--- src/rtl/vga_pkg.sv ---
// Shared timing descriptors, pipeline side-band bundle and colour conversion
// for the VGA scan engine.
package vga_pkg;

  typedef struct packed {
    logic [10:0] h_res;
    logic [10:0] h_fp;
    logic [10:0] h_sync;
    logic [10:0] h_bp;
    logic [10:0] v_res;
    logic [10:0] v_fp;
    logic [10:0] v_sync;
    logic [10:0] v_bp;
    logic        pol;
  } mode_t;

  // Index 0: 640x480@60 negative syncs, index 1: 800x600@60 positive syncs
  localparam mode_t MODE_TABLE [2] = '{
    '{h_res: 11'd640, h_fp: 11'd16, h_sync: 11'd96,  h_bp: 11'd48,
      v_res: 11'd480, v_fp: 11'd10, v_sync: 11'd2,   v_bp: 11'd33, pol: 1'b0},
    '{h_res: 11'd800, h_fp: 11'd40, h_sync: 11'd128, h_bp: 11'd88,
      v_res: 11'd600, v_fp: 11'd1,  v_sync: 11'd4,   v_bp: 11'd23, pol: 1'b1}
  };

  typedef struct packed {
    logic mode;
    logic frame;
    logic in_fb;
    logic de;
    logic vs;
    logic hs;
  } side_t;

  localparam side_t SIDE_IDLE = '{mode: 1'b0, frame: 1'b0, in_fb: 1'b0,
                                  de: 1'b0, vs: 1'b1, hs: 1'b1};

  function automatic logic [10:0] h_total(input mode_t m);
    return m.h_res + m.h_fp + m.h_sync + m.h_bp;
  endfunction

  function automatic logic [10:0] v_total(input mode_t m);
    return m.v_res + m.v_fp + m.v_sync + m.v_bp;
  endfunction

  function automatic logic [11:0] rgb565_to_444(input logic [15:0] d);
    return {d[15:12], d[10:7], d[4:1]};
  endfunction

endpackage

--- src/rtl/vga_delay_line.sv ---
// Fixed-depth register pipeline with a configurable reset value, used to line
// the sync/DE side-band up with framebuffer read data.
module vga_delay_line #(
  parameter int unsigned  W       = 1,
  parameter int unsigned  DEPTH   = 1,
  parameter logic [W-1:0] RST_VAL = '0
) (
  input  logic         clk_i,
  input  logic         rst_i,
  input  logic [W-1:0] d_i,
  output logic [W-1:0] q_o
);

  logic [W-1:0] pipe_q [DEPTH];

  always_ff @(posedge clk_i or posedge rst_i) begin
    if (rst_i) begin
      for (int unsigned i = 0; i < DEPTH; i++) pipe_q[i] <= RST_VAL;
    end else begin
      pipe_q[0] <= d_i;
      for (int unsigned i = 1; i < DEPTH; i++) pipe_q[i] <= pipe_q[i-1];
    end
  end

  assign q_o = pipe_q[DEPTH-1];

endmodule

--- src/rtl/vga_scan_engine.sv ---
// Two-mode VGA timing generator with integer-upscaled framebuffer fetch and
// RGB565->444 output, all pins aligned at RD_LAT+1 cycles after the counters.
module vga_scan_engine
  import vga_pkg::*;
#(
  parameter int unsigned FB_W       = 160,
  parameter int unsigned FB_H       = 120,
  parameter int unsigned SCALE_LOG2 = 2,
  parameter int unsigned ADDR_W     = 15,
  parameter int unsigned RD_LAT     = 1,
  parameter logic [11:0] BORDER_RGB = 12'h000,
  parameter mode_t       MODE0_T    = MODE_TABLE[0],
  parameter mode_t       MODE1_T    = MODE_TABLE[1]
) (
  input  logic              i_pix_clk,
  input  logic              i_rst,
  input  logic              i_mode,
  input  logic [15:0]       i_fb_data,
  output logic [ADDR_W-1:0] o_fb_addr,
  output logic              o_hs,
  output logic              o_vs,
  output logic              o_de,
  output logic [3:0]        o_r,
  output logic [3:0]        o_g,
  output logic [3:0]        o_b,
  output logic              o_frame,
  output logic              o_mode
);

  localparam int unsigned WIN_W    = FB_W << SCALE_LOG2;
  localparam int unsigned WIN_H    = FB_H << SCALE_LOG2;
  localparam int unsigned ROW_MASK = (1 << SCALE_LOG2) - 1;

  logic [10:0]       hc_q, hc_d, vc_q, vc_d;
  logic              mode_q, mode_d;
  logic [ADDR_W-1:0] row_base_q, row_base_d, addr_q, addr_d;
  mode_t             cur, nxt;
  side_t             side_raw, side0_q, side_al, out_q;
  logic [11:0]       rgb_q, rgb_d;

  function automatic mode_t sel(input logic m);
    return m ? MODE1_T : MODE0_T;
  endfunction

  function automatic logic in_win(input logic [10:0] h, input logic [10:0] v,
                                  input mode_t g);
    return (h < g.h_res) && (v < g.v_res) && (32'(h) < WIN_W) && (32'(v) < WIN_H);
  endfunction

  function automatic logic in_band(input logic [10:0] c, input logic [10:0] start,
                                   input logic [10:0] len);
    return (c >= start) && (c < start + len);
  endfunction

  // The address register is loaded from next-state counters so o_fb_addr
  // matches the live counter position; this buys back the cycle that lets
  // registered pins sit exactly RD_LAT+1 behind the counters.
  always_comb begin
    cur        = sel(mode_q);
    hc_d       = hc_q + 11'd1;
    vc_d       = vc_q;
    mode_d     = mode_q;
    row_base_d = row_base_q;
    if (hc_q == h_total(cur) - 11'd1) begin
      hc_d = '0;
      if (vc_q == v_total(cur) - 11'd1) begin
        vc_d       = '0;
        mode_d     = i_mode;
        row_base_d = '0;
      end else begin
        vc_d = vc_q + 11'd1;
        if ((vc_q < cur.v_res) && (32'(vc_q) + 1 < WIN_H) &&
            ((32'(vc_q) & ROW_MASK) == ROW_MASK))
          row_base_d = row_base_q + ADDR_W'(FB_W);
      end
    end

    nxt    = sel(mode_d);
    addr_d = addr_q;
    if (in_win(hc_d, vc_d, nxt))
      addr_d = row_base_d + ADDR_W'(32'(hc_d) >> SCALE_LOG2);

    side_raw.hs    = in_band(hc_q, cur.h_res + cur.h_fp, cur.h_sync) ? cur.pol : ~cur.pol;
    side_raw.vs    = in_band(vc_q, cur.v_res + cur.v_fp, cur.v_sync) ? cur.pol : ~cur.pol;
    side_raw.de    = (hc_q < cur.h_res) && (vc_q < cur.v_res);
    side_raw.in_fb = in_win(hc_q, vc_q, cur);
    side_raw.frame = (hc_q == '0) && (vc_q == '0);
    side_raw.mode  = mode_q;
  end

  always_ff @(posedge i_pix_clk or posedge i_rst) begin
    if (i_rst) begin
      hc_q       <= '0;
      vc_q       <= '0;
      mode_q     <= 1'b0;
      row_base_q <= '0;
      addr_q     <= '0;
      side0_q    <= SIDE_IDLE;
    end else begin
      hc_q       <= hc_d;
      vc_q       <= vc_d;
      mode_q     <= mode_d;
      row_base_q <= row_base_d;
      addr_q     <= addr_d;
      side0_q    <= side_raw;
    end
  end

  // Side-band needs RD_LAT-1 more stages to meet i_fb_data; the output
  // register below is the last of the RD_LAT stages after stage 0.
  if (RD_LAT > 1) begin : g_align
    vga_delay_line #(
      .W      ($bits(side_t)),
      .DEPTH  (RD_LAT - 1),
      .RST_VAL(SIDE_IDLE)
    ) u_align (
      .clk_i(i_pix_clk),
      .rst_i(i_rst),
      .d_i  (side0_q),
      .q_o  (side_al)
    );
  end else begin : g_noalign
    assign side_al = side0_q;
  end

  always_comb begin
    rgb_d = '0;
    if (side_al.de) rgb_d = side_al.in_fb ? rgb565_to_444(i_fb_data) : BORDER_RGB;
  end

  always_ff @(posedge i_pix_clk or posedge i_rst) begin
    if (i_rst) begin
      out_q <= SIDE_IDLE;
      rgb_q <= '0;
    end else begin
      out_q <= side_al;
      rgb_q <= rgb_d;
    end
  end

  assign o_fb_addr       = addr_q;
  assign o_hs            = out_q.hs;
  assign o_vs            = out_q.vs;
  assign o_de            = out_q.de;
  assign o_frame         = out_q.frame;
  assign o_mode          = out_q.mode;
  assign {o_r, o_g, o_b} = rgb_q;

endmodule

--- config.mk ---
export PLATFORM = sky130hd
export DESIGN_NAME = vga_scan_engine
export DESIGN_NICKNAME = d
export VERILOG_FILES = /design/src/rtl/vga_pkg.sv /design/src/rtl/vga_delay_line.sv /design/src/rtl/vga_scan_engine.sv
export SDC_FILE = /design/constraint.sdc
export NUM_CORES = 1
export LEC_CHECK = 0
export ABC_AREA = 1
export CAP_MARGIN = 25
export CORE_MARGIN = 1.5
export CORE_UTILIZATION = 31
export CTS_BUF_LIST = sky130_fd_sc_hd__clkbuf_2 sky130_fd_sc_hd__clkbuf_4 sky130_fd_sc_hd__clkbuf_8
export DETAILED_ROUTE_END_ITERATION = 12
export GPL_TIMING_DRIVEN = 0
export MAX_ROUTING_LAYER = met4
export SLEW_MARGIN = 25
export SYNTH_ARGS = -nofsm -noshare
export SYNTH_HDL_FRONTEND = slang
export SYNTH_SLANG_ARGS = --single-unit
export TNS_END_PERCENT = 10
--- constraint.sdc ---
create_clock -name i_pix_clk -period 8.3 [get_ports i_pix_clk]
set_input_delay 1.66 -clock i_pix_clk [delete_from_list [all_inputs] [get_ports i_pix_clk]]
set_output_delay 1.66 -clock i_pix_clk [all_outputs]
set_load 0.005 [all_outputs]
# == Word-level counts from Yosys, hierarchy flattened ==
# Index checks and enable logic that the tools add are counted.
# word_totals
mem_bits_ro,0
ram_bits,0
output_inout_bits,32
memories,0
wordCells,74
latch_bits,0
register_bits,76
# op_classes
n_bitwise,1
shifts,0
n_lt_le_gt_ge,13
n_mux,14
mul,0
reduce_logical,13
eq_ne,3
add_sub_neg,13
n_div,0
# op_table
cell,count
$mux 87,2
$add 11x11->11,5
$mux 15,3
$lt 11x11->1,4
$mux 11,3
$mux 12,2
$add 11x1->11 const B,2
$eq 11x11->1,2
$ge 11x11->1,2
$logic_not 11->1,2
$lt 11x10->1,2
$lt 11x10->1 const B,2
$lt 11x9->1 const B,2
$sub 11x1->11 const B,2
$add 15x8->15 const B,1
$add 15x9->15,1
$add 11x1->12 const B,1
$lt 12x9->1 const B,1
$add 10x11->11,1
$logic_and 1x1->1,11
$mux 1,4
$eq 2x2->1 const B,1
$not 1->1,1

# == Logic depth before layout (Yosys ltp) ==
# Gate-level depths: netlist of run 1.
# depth
ltp_word,13
depth_mapped,28
mapped_depth_nobuf,27

# == Worst setup path after synthesis of run 1 ==
# No wires, ideal clock.
# synth_timing
kind,flip-flop to flip-flop
from,register mode_q
to,register addr_q[14] (netlist: o_fb_addr[14])
t_arrival_ns,3.626
synth_period_minus_slack_ns,3.743
path_slack_ns,4.557
path_stages_with_launch,28
path_cell_list,dfrtp_1 > buf_6 > inv_4 > ha_1 > nand2_1 > nand2_1 > nor2_1 > nand2_1 > nor2_1 > nand2_1 > nor2_4 > nand2_1 > nor2_1 > inv_1 > nor3_1 > nor2_1 > ha_1 > inv_1 > nor4_1 > nand2_1 > o211ai_1 > nand2_1 > nand2_1 > nand4_1 > nor2_1 > nand3_1 > nand3_1 > nand2_1
# synth_lines
element,line_no,text
from (decl),vga_scan_engine.sv:35,"logic mode_q, mode_d;"
from (signal assigned),vga_scan_engine.sv:102,mode_q <= mode_d;
$mux 87 (*),vga_scan_engine.sv:42,return m ? MODE1_T : MODE0_T;
$add 11x11->11 (3 in a row),vga_pkg.sv:42,return m.v_res + m.v_fp + m.v_sync + m.v_bp;
$sub 11x1->11,vga_scan_engine.sv:66,if (vc_q == v_total(cur) - 11'd1) begin
$eq 11x11->1,vga_scan_engine.sv:66,
$mux 15,vga_scan_engine.sv:66,
$mux 15 (*),vga_scan_engine.sv:64,if (hc_q == h_total(cur) - 11'd1) begin
via row_base_d[7],vga_scan_engine.sv:36,"logic [ADDR_W-1:0] row_base_q, row_base_d, addr_q, addr_d;"
$add 15x9->15 (*),vga_scan_engine.sv:81,addr_d = row_base_d + ADDR_W'(32'(hc_d) >> SCALE_LOG2);
to (signal assigned),vga_scan_engine.sv:104,addr_q <= addr_d;
to (decl),vga_scan_engine.sv:36,
# Mark *: on every way through the listed nets, which the timed path passes. The rest lies on a longest branch.
# A chain may end at the register's enable or synchronous reset.

# == Worst setup path after layout of run 1 ==
# Same ends and word-level chain as after synthesis.

==> results of run 1 <==
where the power goes:
part | total, mW | leakage, nW | switching [mW] | internal [mW]
clock network | 0.347 | 0.112 | 0.145 | 0.203
registers | 0.374 | 0.963 | 0.000687 | 0.373
logic | 0.0244 | 1.72 | 0.0112 | 0.0132
total | 0.745 | 2.80 | 0.156 | 0.589
final cells by class:
cell class              instances  area (µm²)  area share
repair buffers                 47         488      0.0852
clock inverters                 6         113      0.0197
clock buffers                  10         131      0.0229
inverters                      96         368      0.0642
plain buffers                   6        60.1      0.0105
multi-input cells             435        2430       0.424
well taps                     188         235      0.0411
flip-flops and latches         76        1910       0.333
worst min-delay path by stage:
stage / startpoint / to / slack (ns) / cells past startpoint
3_3_place_gp: side0_q[4]$_DFF_PP0_ / o_frame$_DFF_PP0_ / 0.33 / 0
5_1_grt: side0_q[1]$_DFF_PP1_ / o_vs$_DFF_PP1_ / 0.37 / 0
3_5_place_dp: side0_q[5]$_DFF_PP0_ / o_mode$_DFF_PP0_ / 0.34 / 0
4_1_cts: side0_q[5]$_DFF_PP0_ / o_mode$_DFF_PP0_ / 0.36 / 0
2_1_floorplan: side0_q[4]$_DFF_PP0_ / o_frame$_DFF_PP0_ / 0.33 / 0
6_report: side0_q[5]$_DFF_PP0_ / o_mode$_DFF_PP0_ / 0.35 / 0
per-layer routing:
layer  vias to the layer above  wire length [µm]  GRT usage
met4                         0               174     0.0455
met2                       103              4810      0.228
li1                       2084                 -          -
met5                         -                 0          -
met3                        18               450     0.0308
met1                      1771              5570      0.205
registers in the layout, summed over array words and instances (netlist names):
| register | count |
|---|---|
| o_mode | 1 |
| o_hs | 1 |
| side0_q | 6 |
| vc_q | 11 |
| o_fb_addr | 15 |
| mode_q | 1 |
| rgb_q | 12 |
| o_frame | 1 |
| hc_q | 11 |
| row_base_q | 15 |
| o_de | 1 |
| o_vs | 1 |
logic make-up after synthesis:
family                   after synthesis  share of synthesized area
adder cells (fa/ha/maj)               37                     0.0989
XOR/XNOR                              15                     0.0276
flip-flops                            76                      0.401
AND/OR/NAND/NOR                      327                      0.311
AO/OA/AOI/OAI                         56                     0.0728
buffers and inverters                102                     0.0894
stage by stage:
step                worst slack [ns]  power (mW)   util
floorplan                       4.56       0.389      -
global placement                3.34       0.404  0.361
detailed placement              3.62       0.406  0.363
CTS                             3.59       0.759  0.380
global route                    3.05       0.778  0.380
finish                          3.57       0.745  0.380
worst max-delay path: cells and delay by family (launching register included):
family	cells	cell delay [ns]
fa+ha+maj	2	0.50
compound gates	2	0.31
flops	1	0.69
simple gates	20	2.61
buf+inv	4	0.51
cell usage in the layout, fill, tap and decap left out, types with 4 or more instances in the layout:
| cell | n |
|---|---|
| nor2_2 | 6 |
| a21oi_1 | 19 |
| inv_1 | 90 |
| ha_1 | 36 |
| o21ai_2 | 7 |
| dfstp_2 | 4 |
| xor2_1 | 12 |
| clkbuf_8 | 9 |
| nor3_1 | 10 |
| nand2_1 | 134 |
| nor2_1 | 81 |
| clkdlybuf4s50_1 | 46 |
| nand3_1 | 52 |
| o21ai_0 | 16 |
| dfrtp_1 | 72 |
| nand2_2 | 13 |
| nand4_1 | 17 |
==> qor.csv, run 1 <==
metric;value;unit
hp-class;flop to flop;
clk_latency;0.36;ns
placed_cells;848;
clkTransAtPathRegs;0.08;ns
antenna_found_initial;0;
fp.dieW;127;µm
grt-ovfl-total;0;
startpoint_type;flop;
nFillCells;1564;
gp_congestion;0.882;
synth_edf_count;0;
cts_max_level;3;
synth_cells;613;
cts_tree;built;
antenna_left;0;
startpoint;mode_q$_DFF_PP0_;
cp_max_fo;13;
required;8.56;ns
dp_hpwl;8.32;mm
synth_flop_cell;dfrtp_1;
r2r_end;o_fb_addr[14]$_DFFE_PP0P_;
slew_headroom;0.637;
fin_skew;0.00899;ns
post_drt_wl_per_cell;12.7;µm
clk_path_buf_depth;2;
fin_cells;864;
synth_top_cells_by_area;dfrtp_1 (38%), nand2_1 (11%), ha_1 (9.5%);
post_dp_cell_area;5480;µm²
grt_pass1_vias;3862;
cts_buffers;9;
area_growth;20.4;%
setup_viol;0;
ctsHoldBuffers;0;
synthDistinctLibCells;43;
clock-sinks;76;
post_cts_buffers;0;
power_density;130;nW/µm²
crit_top_cell;nand2_1;
cts-root-buf;clkbuf_8;
synth_top_area_frac;0.379;
yosysMostFrequentCell;nand2_1;
whs;0.352;ns
worstPathArrival;4.99;ns
slew_viol_final;0;
grt_pass1_wl;18.9;mm
coreArea;15100;µm²
netlist_area;4760;µm²
status;complete, no violations;
first_pass_iters;5;
yosysSeqAreaShare;0.401;
synth-seq-cells;76;
period_needed;4.73;ns
ff2ff_path_depth;28;
grt_usage;0.151;
reg2reg_from;mode_q$_DFF_PP0_;
hold_viol;0;
io_buffers;46;
yosysTopAreaCell;dfrtp_1;
crit_path_end_kind;flop;
syn_nets;669;
num-nets-final;727;
synth_warnings;0;
rows;45;
antenna_cells;0;
die_h;127;µm
ir_drop;66.7;µV
initial_utilization;0.315;
post_cts_resized;0;
grt_max_degree;52;
drtIter0Drc;262;
cap_violations;0;
rsz0062_at_grt;no;
routed_via_density;4.60;
synth_async_sr_flop_share;1.00;
num_vias;3976;
ios;51;
synth_common_cells;nand2_1 (134), inv_1 (91), nor2_1 (81), dfrtp_1 (72), nand3_1 (52);
wirelength;11.0;mm
endpoint;o_fb_addr[14]$_DFFE_PP0P_;
cp_slowest_cell;dfrtp_1;
path_class;flop to flop;
fin_tns_setup;0;ns
fin_area;5730;µm²
cp_slowest_stage_delay;0.69;ns
die_area;16100;µm²
drive_above_1_share;0.102;
rrSetupSlack;3.57;ns
fin_crit_sh;0.570;
timing.fmax;0.211;GHz
drc_errors;0;
tightestPinTransition;0.544;ns
syn_avg_cell_area;7.76;µm²
power_leakage;2.80;nW
Note: power is estimated with default switching activity, not from simulation.
==> run 2, diff against run 1 <==
Clock period 8.3 ns to 4.4 ns, I/O delays scaled along.
==> run 2 against run 1 <==
Net effect: sequential power grew 89%; non-clock buffer count grew 2; cell area rose by 0.72%; critical path type unchanged; first-iteration DRC count decreased by 16%; wire length rose by 0.95%; die area did not move; final cell count is 0.23% higher; register-to-register slack got worse by 3.2 ns.
==> qor.csv, run 2 (synthesis gave the netlist of run 1 again) <==
metric;value;unit;change
status;complete, no violations;;
whs_path_depth;0;;unchanged
min_from;side0_q[5]$_DFF_PP0_;;
fin_area;5770;µm²;+0.72%
drtIter0Drc;220;;-16%
post_drt_wl_per_cell;12.8;µm;+0.72%
wirelength;11.1;mm;+0.95%
num_vias;4036;;+1.5%
cp_slowest_stage_delay;0.43;ns;-0.26 ns
ios;51;;unchanged
clkTransAtPathRegs;0.08;ns;about the same
coreArea;15100;µm²;unchanged
fin_crit_sh;0.913;;+0.342
power_leakage;2.81;nW;+0.38%
grt-ovfl-total;0;;unchanged
grt_usage;0.152;;+0.000650
ir_drop;126;µV;+89%
crit_path_end_kind;flop;;
routed_via_density;4.66;;+1.3%
ff2ff_path_depth;27;;-3.6%
timing.fmax;0.249;GHz;+18%
drive_above_1_share;0.114;;+0.0115
dp_hpwl;8.32;mm;unchanged
antenna_found_initial;0;;unchanged
layout_common_cells;nand2_1 (134), inv_1 (90), nor2_1 (77);;
clk_path_buf_depth;2;;unchanged
die_h;127;µm;unchanged
initial_utilization;0.315;;unchanged
cp_max_fo;7;;-6
gp_congestion;0.882;;unchanged
required;4.66;ns;-3.90 ns
hold_viol;0;;unchanged
cts-root-buf;clkbuf_8;;
power_density;244;nW/µm²;+87%
die_area;16100;µm²;unchanged
first_pass_iters;5;;unchanged
pre_cts_ws;-0.283;ns;-3.90 ns
timing.final.ws_setup;0.384;ns;-3.18 ns
path_delay_family;simple AND/OR/NAND/NOR gates;;
slew_headroom;0.672;;+0.0344
antenna_left;0;;unchanged
clk_latency;0.36;ns;about the same
area_growth;21.2;%;
cap_violations;0;;unchanged
cts_buffers;9;;unchanged
grt_max_degree;52;;unchanged
setup_viol;0;;unchanged
clock-sinks;76;;unchanged
antenna_cells;0;;unchanged
path_class;flop to flop;;
io_buffers;46;;unchanged
crit_top_cell;nand2_1;;
hp-class;flop to flop;;
grt_pass1_vias;3874;;+0.31%
drc_errors;0;;unchanged
post_dp_cell_area;5480;µm²;unchanged
num-nets-final;729;;+0.28%
slew_viol_final;0;;unchanged
period_needed;4.02;ns;-0.717 ns
reg2reg_from;mode_q$_DFF_PP0_;;
cts_max_level;3;;unchanged
grt_pass1_wl;19.0;mm;+0.40%
final_common_cell;nand2_1;;
path_buf_inv;4;;unchanged
cp_slowest_cell;dfrtp_2;;
ctsHoldBuffers;0;;unchanged
cts_tree;built;;
startpoint_type;flop;;
tightestPinTransition;0.493;ns;-0.0516 ns
rrSetupSlack;0.38;ns;-3.18 ns
fp.dieW;127;µm;unchanged
rows;45;;unchanged
worstPathArrival;4.27;ns;-0.72 ns
fin_skew;0.00948;ns;+0.000495 ns
hold_end;o_mode$_DFF_PP0_;;
r2r_end;o_fb_addr[12]$_DFFE_PP0P_;;
==> run 2: cell count changes in the layout (fill, tap and decap cells not counted), sizes merged <==
| cell | change |
|---|---|
| buf | +2 |
==> run 2: metrics by stage <==
stage | utilization | power, mW | hold slack, ns | setup TNS (ns) | instances
final | 0.382 | 1.41 | 0.352 | 0 | 866
after CTS | 0.380 | 1.43 | 0.356 | 0 | 865
after global placement | 0.361 | 0.763 | 0.333 | -0.958 | 847
after floorplan | - | 0.734 | 0.331 | 0 | 613
after global routing | 0.382 | 1.47 | 0.365 | -0.0239 | 866
after detailed placement | 0.363 | 0.766 | 0.338 | -0.750 | 848
==> run 2: cell type report <==
cell class                 instances  area [µm²]
inverter                          96         368
clock inverter                     6         113
clock buffer                      10         131
buffer                             6        60.1
fill                            1559        9320
sequential                        76        1910
tap                              188         235
multi-input combinational        435        2450
timing repair buffer              49         503
==> run 2: repair_timing <==
action | CTS | global route
gates resized for setup | 1 | 7
setup buffers | 1 | 1
pin swaps | 0 | 1
setup endpoints to repair | 6 | 6
==> run 2: where the power goes <==
part	leakage, nW	switching, mW	total (mW)	internal [mW]
sequential	0.963	0.00130	0.705	0.703
clock	0.112	0.272	0.655	0.383
combinational	1.73	0.0210	0.0459	0.0249
==> run 2: worst max-delay path by stage <==
| stage | cells after the start | to | startpoint | slack (ns) |
|---|---|---|---|---|
| 4_1_cts | 28 | o_fb_addr[12]$_DFFE_PP0P_ | mode_q$_DFF_PP0_ | 0.04 |
| 6_report | 27 | o_fb_addr[12]$_DFFE_PP0P_ | mode_q$_DFF_PP0_ | 0.38 |
| 5_1_grt | 28 | o_fb_addr[14]$_DFFE_PP0P_ | mode_q$_DFF_PP0_ | -0.01 |
| 2_1_floorplan | 27 | o_fb_addr[14]$_DFFE_PP0P_ | mode_q$_DFF_PP0_ | 0.66 |
| 3_3_place_gp | 27 | o_fb_addr[12]$_DFFE_PP0P_ | mode_q$_DFF_PP0_ | -0.28 |
| 3_5_place_dp | 28 | o_fb_addr[14]$_DFFE_PP0P_ | mode_q$_DFF_PP0_ | -0.28 |
==> run 2: routing by layer <==
metal	wire length, µm	global-route usage	vias up	part of all wire
met5	0	-	-	0
met4	189	0.0468	0	0.017
met3	475	0.0312	19	0.043
met2	4860	0.230	105	0.44
met1	5580	0.205	1816	0.50
li1	-	-	2096	-
